==> config.mk <==
export PLATFORM = sky130hd
export DESIGN_NAME = router_reg13_flat
export DESIGN_NICKNAME = d
export VERILOG_FILES = /design/src/rtl/router_reg13_if.sv /design/src/rtl/router_reg13.sv /design/src/flat_wrapper.sv
export SDC_FILE = /design/constraint.sdc
export NUM_CORES = 1
export LEC_CHECK = 0
export ABC_CLOCK_PERIOD_IN_PS = 1670
export BUFFER_PORTS_ARGS = -buffer_cell sky130_fd_sc_hd__buf_2
export CORE_ASPECT_RATIO = 0.75
export CORE_MARGIN = 2
export CORE_UTILIZATION = 30
export CTS_CLUSTER_SIZE = 14
export DETAILED_ROUTE_END_ITERATION = 10
export GPL_TIMING_DRIVEN = 0
export PLACE_DENSITY_LB_ADDON = 0.2
export SETUP_SLACK_MARGIN = 0.3
export SLEW_MARGIN = 20
export SYNTH_ARGS = -nofsm -noshare
export SYNTH_HDL_FRONTEND = slang
export SYNTH_SLANG_ARGS = --single-unit
==> constraint.sdc <==
create_clock -name clk -period 1.67 [get_ports clk]
set_input_delay 0.0835 -clock clk [delete_from_list [all_inputs] [get_ports clk]]
set_output_delay 0.0835 -clock clk [all_outputs]
set_load 0.005 [all_outputs]
==> src/rtl/router_reg13_if.sv <==
// Bus between the router control FSM / source side and the router register stage.
// The FSM-side driver uses master; the register stage uses slave.
interface router_reg13_if #(
    parameter int DW = 8
);
    logic          pkt_valid;
    logic [DW-1:0] data_in;
    logic          fifo_full;
    logic          detect_add;
    logic          ld_state;
    logic          laf_state;
    logic          full_state;
    logic          lfd_state;
    logic          rst_int_reg;
    logic [DW-1:0] dout;
    logic          parity_done;
    logic          low_pkt_valid;
    logic          err;

    // No valid/ready pair here: the FSM strobes are one-hot per cycle and every
    // output is a registered level that the FSM samples on the next clock.
    modport master (
        output pkt_valid, data_in, fifo_full, detect_add, ld_state, laf_state,
               full_state, lfd_state, rst_int_reg,
        input  dout, parity_done, low_pkt_valid, err
    );

    modport slave (
        input  pkt_valid, data_in, fifo_full, detect_add, ld_state, laf_state,
               full_state, lfd_state, rst_int_reg,
        output dout, parity_done, low_pkt_valid, err
    );
endinterface

==> src/rtl/router_reg13.sv <==
// Datapath register stage of the 1x3 router: header/full-byte holding, FIFO write
// byte, running parity, and the parity_done / low_pkt_valid / err status flags.
module router_reg13 #(
    parameter int DW = 8
) (
    input logic            clk,
    input logic            resetn,
    router_reg13_if.slave  bus
);
    logic [DW-1:0] header_q,     header_d;
    logic [DW-1:0] full_byte_q,  full_byte_d;
    logic [DW-1:0] dout_q,       dout_d;
    logic [DW-1:0] int_parity_q, int_parity_d;
    logic [DW-1:0] pkt_parity_q, pkt_parity_d;
    logic          parity_done_q, parity_done_d;
    logic          pd_prev_q,     pd_prev_d;
    logic          low_pv_q,      low_pv_d;
    logic          err_q,         err_d;
    logic          cap_ld, cap_laf;

    always_comb begin
        header_d      = header_q;
        full_byte_d   = full_byte_q;
        dout_d        = dout_q;
        int_parity_d  = int_parity_q;
        pkt_parity_d  = pkt_parity_q;
        parity_done_d = parity_done_q;
        pd_prev_d     = parity_done_q;
        low_pv_d      = low_pv_q;
        err_d         = err_q;

        // Parity byte is either taken straight off the bus or replayed from full_byte.
        cap_ld  = bus.ld_state && !bus.pkt_valid && !bus.fifo_full;
        cap_laf = bus.laf_state && low_pv_q && !parity_done_q;

        if (bus.detect_add && bus.pkt_valid)
            header_d = bus.data_in;

        if (bus.lfd_state)
            dout_d = header_q;
        else if (bus.ld_state && !bus.fifo_full)
            dout_d = bus.data_in;
        else if (bus.laf_state)
            dout_d = full_byte_q;

        if (bus.ld_state && bus.fifo_full)
            full_byte_d = bus.data_in;

        if (bus.detect_add)
            int_parity_d = '0;
        else if (bus.lfd_state)
            int_parity_d = int_parity_q ^ header_q;
        else if (bus.pkt_valid && bus.ld_state && !bus.full_state)
            int_parity_d = int_parity_q ^ bus.data_in;

        if (cap_ld)
            pkt_parity_d = bus.data_in;
        else if (cap_laf)
            pkt_parity_d = full_byte_q;

        if (bus.detect_add)
            parity_done_d = 1'b0;
        else if (cap_ld || cap_laf)
            parity_done_d = 1'b1;

        if (bus.rst_int_reg)
            low_pv_d = 1'b0;
        else if (bus.ld_state && !bus.pkt_valid)
            low_pv_d = 1'b1;

        // Compare one clock after parity_done rises, once both parities are registered.
        if (bus.detect_add)
            err_d = 1'b0;
        else if (parity_done_q && !pd_prev_q)
            err_d = (int_parity_q != pkt_parity_q);
    end

    always_ff @(posedge clk or negedge resetn) begin
        if (!resetn) begin
            header_q      <= '0;
            full_byte_q   <= '0;
            dout_q        <= '0;
            int_parity_q  <= '0;
            pkt_parity_q  <= '0;
            parity_done_q <= 1'b0;
            pd_prev_q     <= 1'b0;
            low_pv_q      <= 1'b0;
            err_q         <= 1'b0;
        end else begin
            header_q      <= header_d;
            full_byte_q   <= full_byte_d;
            dout_q        <= dout_d;
            int_parity_q  <= int_parity_d;
            pkt_parity_q  <= pkt_parity_d;
            parity_done_q <= parity_done_d;
            pd_prev_q     <= pd_prev_d;
            low_pv_q      <= low_pv_d;
            err_q         <= err_d;
        end
    end

    assign bus.dout          = dout_q;
    assign bus.parity_done   = parity_done_q;
    assign bus.low_pkt_valid = low_pv_q;
    assign bus.err           = err_q;
endmodule

==> src/flat_wrapper.sv <==
// flat-port wrapper written by rule: the top's interface ports become plain ports
module router_reg13_flat 
#(
    parameter int DW = 8
)
  (clk, resetn, bus_pkt_valid, bus_data_in, bus_fifo_full, bus_detect_add, bus_ld_state, bus_laf_state, bus_full_state, bus_lfd_state, bus_rst_int_reg, bus_dout, bus_parity_done, bus_low_pkt_valid, bus_err);
  router_reg13_if #(.DW(DW)) bus_i ();
  input logic clk;
  input logic resetn;
  input wire logic [$bits(bus_i.pkt_valid)-1:0] bus_pkt_valid;
  input wire logic [$bits(bus_i.data_in)-1:0] bus_data_in;
  input wire logic [$bits(bus_i.fifo_full)-1:0] bus_fifo_full;
  input wire logic [$bits(bus_i.detect_add)-1:0] bus_detect_add;
  input wire logic [$bits(bus_i.ld_state)-1:0] bus_ld_state;
  input wire logic [$bits(bus_i.laf_state)-1:0] bus_laf_state;
  input wire logic [$bits(bus_i.full_state)-1:0] bus_full_state;
  input wire logic [$bits(bus_i.lfd_state)-1:0] bus_lfd_state;
  input wire logic [$bits(bus_i.rst_int_reg)-1:0] bus_rst_int_reg;
  output wire logic [$bits(bus_i.dout)-1:0] bus_dout;
  output wire logic [$bits(bus_i.parity_done)-1:0] bus_parity_done;
  output wire logic [$bits(bus_i.low_pkt_valid)-1:0] bus_low_pkt_valid;
  output wire logic [$bits(bus_i.err)-1:0] bus_err;
  assign bus_i.pkt_valid = bus_pkt_valid;
  assign bus_i.data_in = bus_data_in;
  assign bus_i.fifo_full = bus_fifo_full;
  assign bus_i.detect_add = bus_detect_add;
  assign bus_i.ld_state = bus_ld_state;
  assign bus_i.laf_state = bus_laf_state;
  assign bus_i.full_state = bus_full_state;
  assign bus_i.lfd_state = bus_lfd_state;
  assign bus_i.rst_int_reg = bus_rst_int_reg;
  assign bus_dout = bus_i.dout;
  assign bus_parity_done = bus_i.parity_done;
  assign bus_low_pkt_valid = bus_i.low_pkt_valid;
  assign bus_err = bus_i.err;
  router_reg13 #(.DW(DW)) u_core (.clk(clk), .resetn(resetn), .bus(bus_i));
endmodule
==> results of run 1 <==
==> layer usage <==
metal  global-route usage  vias to the layer above  routed length [um]
li1                     -                      726                   -
met1                0.202                      734                2500
met2                0.204                       34                2200
met3               0.0321                        5                 234
met4               0.0370                        0                  39
met5                    0                        -                   0
==> what timing repair did <==
action / CTS / global route
hold buffers: 2 / 0
endpoints found under the hold margin: 21 / 0
buffers inserted: 0 / 0
==> critical path: cells and delay by family (launching register included) <==
kind / cells / cell delay (ns)
AO/OA/AOI/OAI: 1 / 0.12
flip-flops: 1 / 0.41
AND/OR/NAND/NOR: 2 / 0.37
XOR/XNOR: 1 / 0.20
==> flip-flops by register name (all words and copies together) (netlist names) <==
register                  flops
u_core.pd_prev_q              1
u_core.int_parity_q           8
u_core.bus.err                1
u_core.pkt_parity_q           8
u_core.header_q               8
u_core.bus.dout               8
u_core.full_byte_q            8
u_core.bus.parity_done        1
u_core.bus.low_pkt_valid      1
==> cell type report <==
class,instances,area share
Multi-Input combinational cell,131,0.384
Buffer,9,0.0225
Tap cell,84,0.0429
Clock buffer,8,0.0368
Timing Repair Buffer,28,0.0624
Sequential cell,44,0.450
Inverter,1,0.00153
==> path summary, 6_finish.rpt <==
kind                                        start                     to  slack, ns  depth (start not counted)
max                        u_core.int_parity_q[0]         u_core.bus.err       0.45                          4
min                                bus_data_in[0]  u_core.full_byte_q[0]       0.08                          2
max reg2reg                u_core.int_parity_q[0]         u_core.bus.err       0.45                          4
min reg2reg                    u_core.bus.dout[7]     u_core.bus.dout[7]       0.51                          1
max in group asynchronous                  resetn  u_core.full_byte_q[2]       0.94                          2
min in group asynchronous                  resetn         u_core.bus.err       0.32                          2
==> Yosys cell counts, drive strengths merged <==
library cell  number
a21oi             25
nand2             11
mux2i             16
dfrtp             44
a31oi              1
nor4               1
nor3               1
nor3b              1
o21bai             2
clkbuf             3
inv                1
nand3              8
nand2b             1
buf                6
xor2               3
xnor2             13
nand4              1
nand3b             1
a221o              8
nor2              20
mux2              16
nor2b              2
==> cell families (layout without fill, tap and decap cells) <==
| logic type | after synthesis | in the layout | synth area share |
|---|---|---|---|
| multiplexers | 32 | 32 | 0.162 |
| XOR/XNOR | 16 | 16 | 0.0667 |
| flip-flops | 44 | 44 | 0.524 |
| buffers and inverters | 10 | 46 | 0.0280 |
| AO/OA/AOI/OAI | 36 | 36 | 0.115 |
| AND/OR/NAND/NOR | 47 | 47 | 0.104 |
==> power groups by stage <==
stage	clock, W	sequential, W	combinational (W)
after floorplan	0	0.00137	0.000377
after global placement	0	0.00139	0.000539
after detailed placement	0	0.00139	0.000545
after CTS	0.000719	0.00137	0.000550
after global routing	0.000767	0.00139	0.000612
final	0.000702	0.00137	0.000541
==> per-stage QoR <==
stage / worst slack [ns] / cells / instance area [um^2] / total power [W]
finish: 0.454 / 305 / 2450 / 0.00261
global route: 0.357 / 305 / 2450 / 0.00277
CTS: 0.453 / 305 / 2440 / 0.00264
detailed placement: 0.244 / 295 / 2330 / 0.00193
global placement: 0.236 / 295 / 2330 / 0.00193
floorplan: 0.634 / 185 / 2100 / 0.00174
==> results_dict.tcl, run 1 <==
set metrics [dict create \
    status "complete, no violations" \
    wl_mm 4.98 \
    clockBufferDepth 2 \
    gp_congestion 0.739 \
    switching_share 0.286 \
    path_clk_slew_ns 0.08 \
    worst_pin_slew_ns 0.699 \
    antenna_found_initial 0 \
    yosysSeqAreaShare 0.524 \
    core_area_um2 6800 \
    switchingPower_w 0.000747 \
    arrival_ns 1.39 \
    cts_buffers 5 \
    grt_util_all_layers 0.138 \
    cts_root_buf "clkbuf_8" \
    drtPass1Iterations 7 \
    crit_type "reg -> reg" \
    yosysTopAreaCell "dfrtp_1" \
    slew_violations 0 \
    vias_per_cell 4.91 \
    pwr-share-seq 0.523 \
    io_buffer_count 26 \
    cp_slowest_cell "dfrtp_1" \
    nFillCells 692 \
    regArea_um2 1100 \
    fp.dieH_um 76.5 \
    layout.nets 238 \
    power_density_nw_per_um2 1070 \
    peakVddDrop_v 0.000399 \
    ys_types 26 \
    p_leak_nw 1.06 \
    antenna-diode-count 0 \
    ys_top_cells_by_area "dfrtp_1 52%, mux2_2 8.6%, mux2i_1 7.6%" \
    vias 1499 \
    clkPwrFrac 0.269 \
    critPathMaxFanout 2 \
    insertion_delay_ns 0.29 \
    mostFrequentLayoutCell "dfrtp_1" \
    drive_above_1_share 0.262 \
    rsz0062_at_grt "false" \
    ys_ff_latch 44 \
    worstHoldPathType "in -> reg" \
    drc 0 \
    ys_warn_count 0 \
    critPathLaunchType "flip-flop" \
    syn_nets 203 \
    grt_pass1_wl_mm 8.09 \
    slew-limit-headroom 0.531 \
    setup_viol 0 \
    final_util 0.360 \
    end_kind "flip-flop" \
    synth.avg_cell_area_um2 11.3 \
    final_cell_mix "44 x dfrtp_1, 27 x buf_2, 24 x a21oi_1" \
    grt_max_degree 45 \
    period_needed_ns 1.22 \
    p_int_w 0.00186 \
    htreeDepth 2 \
    drtIter0Drc 56 \
    drv_cap 0 \
    start_util 0.309 \
    cts-resized-gates 0 \
    clock-sinks 44 \
    timing.hold.ws_ns 0.0823 \
    cp_cell_sequence "xnor2_1 -> nand4_1 -> nor4_1 -> a31oi_1" \
    combPwrFrac 0.207 \
    multi_input_area_um2 940 \
    synth_top_cell_area_share 0.524 \
    cts_tree "built" \
    area_growth_pct 16.6 \
    postSynthCellCount 185 \
    die-area_um2 7690 \
    overflow 0 \
    fmax_ghz 0.822 \
    critPathMaxStageDelay_ns 0.41 \
    synth_area_um2 2100 \
    finalClockSkew_ns 0.00552 \
    dp_hpwl_mm 3.49 \
    grt_pass1_vias 1503 \
    ant_nets 0 \
    period_share 0.728 \
    hold_viol_final 0 \
    crit_required_ns 1.85 \
    ioPinCount 29 \
    finalSetupTns_ns 0 \
    die_w_um 101 \
    wire_per_inst_um 16.3 \
    num_rows 26 \
]
(Power assumes the default switching activity.)
==> inputs of run 2 (changes only) <==
--- a/config.mk
+++ b/config.mk
@@ -5,7 +5,7 @@
 export SDC_FILE = /design/constraint.sdc
 export NUM_CORES = 1
 export LEC_CHECK = 0
-export ABC_CLOCK_PERIOD_IN_PS = 1670
+export ABC_CLOCK_PERIOD_IN_PS = 1050
 export BUFFER_PORTS_ARGS = -buffer_cell sky130_fd_sc_hd__buf_2
 export CORE_ASPECT_RATIO = 0.75
 export CORE_MARGIN = 2
==> constraint.sdc (replaced) <==
create_clock -name clk -period 1.05 [get_ports clk]
set_input_delay 0.0525 -clock clk [delete_from_list [all_inputs] [get_ports clk]]
set_output_delay 0.0525 -clock clk [all_outputs]
set_load 0.005 [all_outputs]
==> run 2 against run 1 <==
  * The run now ends with negative hold slack, negative setup slack left
  * Sequential power rose by 60%
  * Clock skew rose by 0.0036 ns
  * Largest power group unchanged
  * Sequential cell count did not move
  * Final area rose by 16%
  * Highest routed layer unchanged
  * Critical endpoint unchanged
==> results_dict.tcl, run 2 (synthesis gave the netlist of run 1 again) <==
set metrics [dict create \
    grt_pass1_wl_mm 8.80 \
    crit_required_ns 1.24 \
    layout.nets 252 \
    setup_viol 10 \
    clockBufferDepth 2 \
    fp.dieH_um 76.5 \
    slew_violations 0 \
    drtPass1Iterations 4 \
    period_needed_ns 1.21 \
    arrival_ns 1.40 \
    switching_share 0.296 \
    drv_cap 0 \
    worst_pin_slew_ns 0.575 \
    peakVddDrop_v 0.000602 \
    path_clk_slew_ns 0.09 \
    dp_hpwl_mm 3.45 \
    switchingPower_w 0.00134 \
    clock-sinks 44 \
    slew-limit-headroom 0.617 \
    fin_ws_ns -0.160 \
    ant_nets 0 \
    start_util 0.309 \
    htreeDepth 2 \
    p_int_w 0.00318 \
    die_w_um 101 \
    end_kind "flip-flop" \
    combPwrFrac 0.264 \
    drive_above_1_share 0.464 \
    wire_per_inst_um 16.8 \
    critPathMaxFanout 2 \
    fmax_ghz 0.827 \
    vias_per_cell 4.89 \
    hold_viol_final 44 \
    cts_buffers 5 \
    grt_pass1_vias 1697 \
    hold_buffers 1 \
    grt_util_all_layers 0.149 \
    cp_cell_sequence "xnor2_1 -> nand4_1 -> nor4_2 -> a31oi_1" \
    cp-startpoint "u_core.pkt_parity_q[0]" \
    final_util 0.418 \
    timing.hold.ws_ns -0.264 \
    grt_max_degree 45 \
    drc 0 \
    period_share 1.15 \
    gp_congestion 0.710 \
    overflow 0 \
    nFillCells 667 \
    vias 1561 \
    layout.cells.non_filler 319 \
    cts_tree "built" \
    clkPwrFrac 0.250 \
    io_buffer_count 26 \
    timing.rr.start "u_core.pkt_parity_q[0]" \
    wl_mm 5.37 \
    num_rows 26 \
    power_density_nw_per_um2 1590 \
    status "finished, violations left" \
    critPathMaxStageDelay_ns 0.40 \
    antenna-diode-count 0 \
    worst_r2r_endpoint "u_core.bus.err" \
    cp_slowest_cell "dfrtp_1" \
    r2r_setup_slack_ns -0.16 \
    area_growth_pct 35.5 \
    cts_root_buf "clkbuf_8" \
    die-area_um2 7690 \
    rsz0062_at_grt "true" \
    core_area_um2 6800 \
    worstHoldPathType "in -> async" \
    final_cell_mix "43 x dfrtp_1, 25 x buf_2, 16 x mux2_4" \
    p_leak_nw 1.27 \
    crit_type "reg -> reg" \
    mostFrequentLayoutCell "dfrtp_1" \
    ioPinCount 29 \
    insertion_delay_ns 0.30 \
    drtIter0Drc 40 \
    pwr-share-seq 0.486 \
    pre_cts_slack_ns -0.217 \
    antenna_found_initial 0 \
    dp.cells 295 \
    rr_worst_depth 4 \
    violations "negative hold slack, negative setup slack" \
    finalClockSkew_ns 0.00917 \
    critPathLaunchType "flip-flop" \
]
-- run 2: cell types whose count changed in the layout (fill, tap and decap cells not counted), moves of 10 or more --
cell,change
buf_6,+10
a21oi_1,-13
a21oi_2,+13
mux2_2,-16
mux2_4,+16
-- run 2: cell type report --
cell class | count | area [um^2] | share of cell area
buffer | 9 | 90.1 | 0.0317
tap | 84 | 105 | 0.0370
timing repair buffer | 42 | 323 | 0.114
clock inverter | 2 | 10.0 | 0.00352
sequential | 44 | 1100 | 0.388
multi-input combinational | 131 | 1130 | 0.396
inverter | 1 | 3.75 | 0.00132
clock buffer | 6 | 82.6 | 0.0290
-- run 2: power by group through the flow --
stage	registers, W	clock network [W]	logic (W)
6_report	0.00219	0.00113	0.00119
5_1_grt	0.00224	0.00123	0.00132
4_1_cts	0.00218	0.00117	0.00107
3_5_place_dp	0.00221	0	0.000900
3_3_place_gp	0.00220	0	0.000893
2_1_floorplan	0.00218	0	0.000629
-- run 2: how the worst max path moves through the flow --
stage	slack [ns]	cells past startpoint	end
after floorplan	0.04	4	u_core.bus.err
after global placement	-0.17	4	u_core.bus.err
after detailed placement	-0.22	4	u_core.bus.err
after CTS	-0.16	4	u_core.bus.err
after global routing	-0.21	4	u_core.bus.err
final	-0.16	4	u_core.bus.err
-- run 2: worst max-delay path: cells and delay by family (launching register included) --
| family | cells | cell delay, ns |
|---|---|---|
| AO/OA/AOI/OAI | 1 | 0.11 |
| XOR/XNOR | 1 | 0.21 |
| flip-flops | 1 | 0.40 |
| AND/OR/NAND/NOR | 2 | 0.39 |
-- run 2: timing repair --
item                                    CTS  global route
endpoints found under the hold margin    45            44
pin swaps                                11            13
buffers inserted                          8             6
gates cloned                              0             1
endpoints found under the setup margin   53            54
gates resized for setup                  29            30
-- run 2: metrics by stage --
step / total power, W / setup TNS, ns / area [um^2]
final: 0.00451 / -0.369 / 2840
after global routing: 0.00478 / -1.13 / 2840
after CTS: 0.00442 / -0.173 / 2660
after detailed placement: 0.00311 / -3.20 / 2380
after global placement: 0.00310 / -3.10 / 2380
after floorplan: 0.00280 / 0 / 2150
-- run 2: metal layers --
layer | track usage | up-vias | wire length, um
met5 | 0 | - | 0
met4 | 0.0384 | 0 | 48
met3 | 0.0358 | 8 | 155
met2 | 0.219 | 21 | 2380
met1 | 0.219 | 782 | 2790
li1 | - | 750 | -
==> inputs of run 3 (changes only) <==
--- a/config.mk
+++ b/config.mk
@@ -5,11 +5,12 @@
 export SDC_FILE = /design/constraint.sdc
 export NUM_CORES = 1
 export LEC_CHECK = 0
+export ABC_AREA = 1
 export ABC_CLOCK_PERIOD_IN_PS = 1050
 export BUFFER_PORTS_ARGS = -buffer_cell sky130_fd_sc_hd__buf_2
 export CORE_ASPECT_RATIO = 0.75
 export CORE_MARGIN = 2
-export CORE_UTILIZATION = 30
+export CORE_UTILIZATION = 45
 export CTS_CLUSTER_SIZE = 14
 export DETAILED_ROUTE_END_ITERATION = 10
 export GPL_TIMING_DRIVEN = 0
==> run 3 against run 2 <==
  * The run ends with negative hold slack left
  * Area after synthesis is 2.0% higher
  * Die area is 31% lower
  * Utilization is 19 points higher
  * First-iteration DRC count grew to 3.9 times the previous value
  * Sequential power is 4% lower
  * Register-to-register slack better by 0.16 ns
  * Final area is 2.8% lower
  * Final cell count is 19% higher
  * Critical endpoint unchanged
==> results_dict.tcl, run 3 <==
set metrics [dict create \
    drv_cap 0 \
    area_growth_pct 29.1 \
    critPathMaxStageDelay_ns 0.40 \
    overflow 0 \
    num_rows 21 \
    crit_top_cell "nor2_1" \
    insertion_delay_ns 0.30 \
    die_w_um 83.7 \
    ant_nets 0 \
    cpLargestDelayFamily "flip-flops" \
    cp_cell_sequence "xnor2_1 -> nand3_1 -> nor2_1 -> nor2_1" \
    drtPass1Iterations 4 \
    pre_cts_slack_ns -0.0328 \
    synth_top_family_by_area "simple AND/OR/NAND/NOR gates" \
    yosysTopAreaCell "dfrtp_1" \
    cts_root_buf "clkbuf_8" \
    ioPinCount 29 \
    cts_buffers 5 \
    synth.most_common_cell "nand2_1" \
    htreeDepth 2 \
    grt_pass1_vias 1960 \
    wl_mm 5.53 \
    cts_tree "built" \
    dp.cells 356 \
    end_kind "flip-flop" \
    critPathMaxFanout 3 \
    grt_util_all_layers 0.223 \
    rr_worst_depth 4 \
    synthMuxAreaShare 0 \
    drc 0 \
    total_power_w 0.00424 \
    layout.cells.non_filler 380 \
    die-area_um2 5330 \
    postSynthCellCount 271 \
    io_buffer_count 28 \
    arrival_ns 1.24 \
    path_clk_slew_ns 0.08 \
    synth_edf_count 0 \
    ys_top_cells_by_area "dfrtp_1 51%, o21ai_0 11%, nand2_1 10%" \
    start_util 0.474 \
    synthArstFlopShare 1.00 \
    fp.dieH_um 63.8 \
    rsz0062_at_grt "true" \
    p_leak_nw 1.31 \
    vias 2014 \
    drtIter0Drc 154 \
    period_share 0.999 \
    ys.flop_type "dfrtp_1" \
    synth-compound-area-share 0.200 \
    slew_violations 0 \
    critPathLaunchType "flip-flop" \
    yosys-top-cells-count "57 x nand2_1, 45 x o21ai_0, 44 x dfrtp_1" \
    setup_viol 0 \
    mostFrequentLayoutCell "nand2_1" \
    finalClockSkew_ns 0.00753 \
    worstHoldPathType "in -> async" \
    crit_type "reg -> reg" \
    wire_per_inst_um 14.5 \
    power_density_nw_per_um2 1530 \
    peakVddDrop_v 0.000730 \
    timing.hold.ws_ns -0.262 \
    layout.nets 340 \
    worst_pin_slew_ns 0.570 \
    synth_fa_ha_area_frac 0 \
    violations "negative hold slack" \
    fin_ws_ns 0.000681 \
    antenna-diode-count 0 \
    clock-sinks 44 \
    ys_ff_latch 44 \
    synth.avg_cell_area_um2 7.90 \
    synth-simple-area-share 0.207 \
    slew-limit-headroom 0.620 \
    period_needed_ns 1.05 \
    grt_pass1_wl_mm 9.45 \
    vias_per_cell 5.30 \
    r2r_setup_slack_ns 0.0007 \
    path_depth 4 \
    clockBufferDepth 2 \
    synth_xor_xnor_area_share 0.0123 \
    cp_slowest_cell "dfrtp_1" \
    ys_warn_count 0 \
    drive_above_1_share 0.322 \
    hold_viol_final 44 \
    antenna_found_initial 0 \
    ys_types 19 \
    grt_max_degree 45 \
    worst-path-buf-inv 0 \
    core_area_um2 4520 \
    status "finished, violations left" \
    syn_nets 289 \
    fmax_ghz 0.953 \
    crit_required_ns 1.24 \
    hold_buffers 2 \
    synth_area_um2 2140 \
    dp_hpwl_mm 3.83 \
    final_cell_mix "51 x nand2_1, 43 x dfrtp_1, 31 x buf_2" \
    synth_top_cell_area_share 0.514 \
    yosysSeqAreaShare 0.514 \
    gp_congestion 0.826 \
]
run 3: worst paths after layout:
check / startpoint / endpoint
min in group clk: bus_data_in[3] / u_core.pkt_parity_q[3]
min: resetn / u_core.header_q[2]
max: u_core.int_parity_q[6] / u_core.bus.err
min reg2reg: u_core.bus.parity_done / u_core.pd_prev_q
max reg2reg: u_core.int_parity_q[6] / u_core.bus.err
max in group asynchronous: resetn / u_core.bus.low_pkt_valid
run 3: layout make-up:
type | count | area, um^2
flip-flops and latches | 44 | 1100
inverters | 25 | 96.3
fillers | 413 | 1750
plain buffers | 8 | 52.6
multi-input cells | 195 | 1060
repair buffers | 43 | 294
well taps | 57 | 71.3
clock buffers | 8 | 90.1
run 3: stage by stage:
stage | utilization | area (um^2) | TNS [ns]
after floorplan | - | 2150 | 0
after global placement | 0.524 | 2370 | -0.0316
after detailed placement | 0.524 | 2370 | -0.363
after CTS | 0.583 | 2640 | 0
after global routing | 0.612 | 2770 | -0.376
final | 0.612 | 2770 | 0
run 3: routing by layer:
metal  part of all wire  GRT usage  up-vias
li1                   -          -      996
met1               0.50      0.337      967
met2               0.44      0.334       44
met3              0.050     0.0401        7
met4              0.010     0.0544        0
met5                  0          0        -
run 3: timing repair:
item | CTS | global route
buffers inserted | 10 | 3
resized for setup | 28 | 39
hold endpoints to repair | 46 | 44
pin swaps | 24 | 15
endpoints found under the setup margin | 40 | 51
gates cloned | 1 | 0
run 3: kinds of logic after synthesis:
group / count (synthesis)
and+or+nand+nor: 107
AOI/OAI and AO/OA: 84
DFF: 44
buffers and inverters: 33
xor gates and xnor gates: 3
run 3: power breakdown:
part / leakage (nW) / switching, W / total, W / internal [W]
Clock: 0.0455 / 0.000565 / 0.00110 / 0.000537
Combinational: 0.718 / 0.000564 / 0.00102 / 0.000457
Sequential: 0.548 / 0.000181 / 0.00211 / 0.00193
Total: 1.31 / 0.00131 / 0.00424 / 0.00293
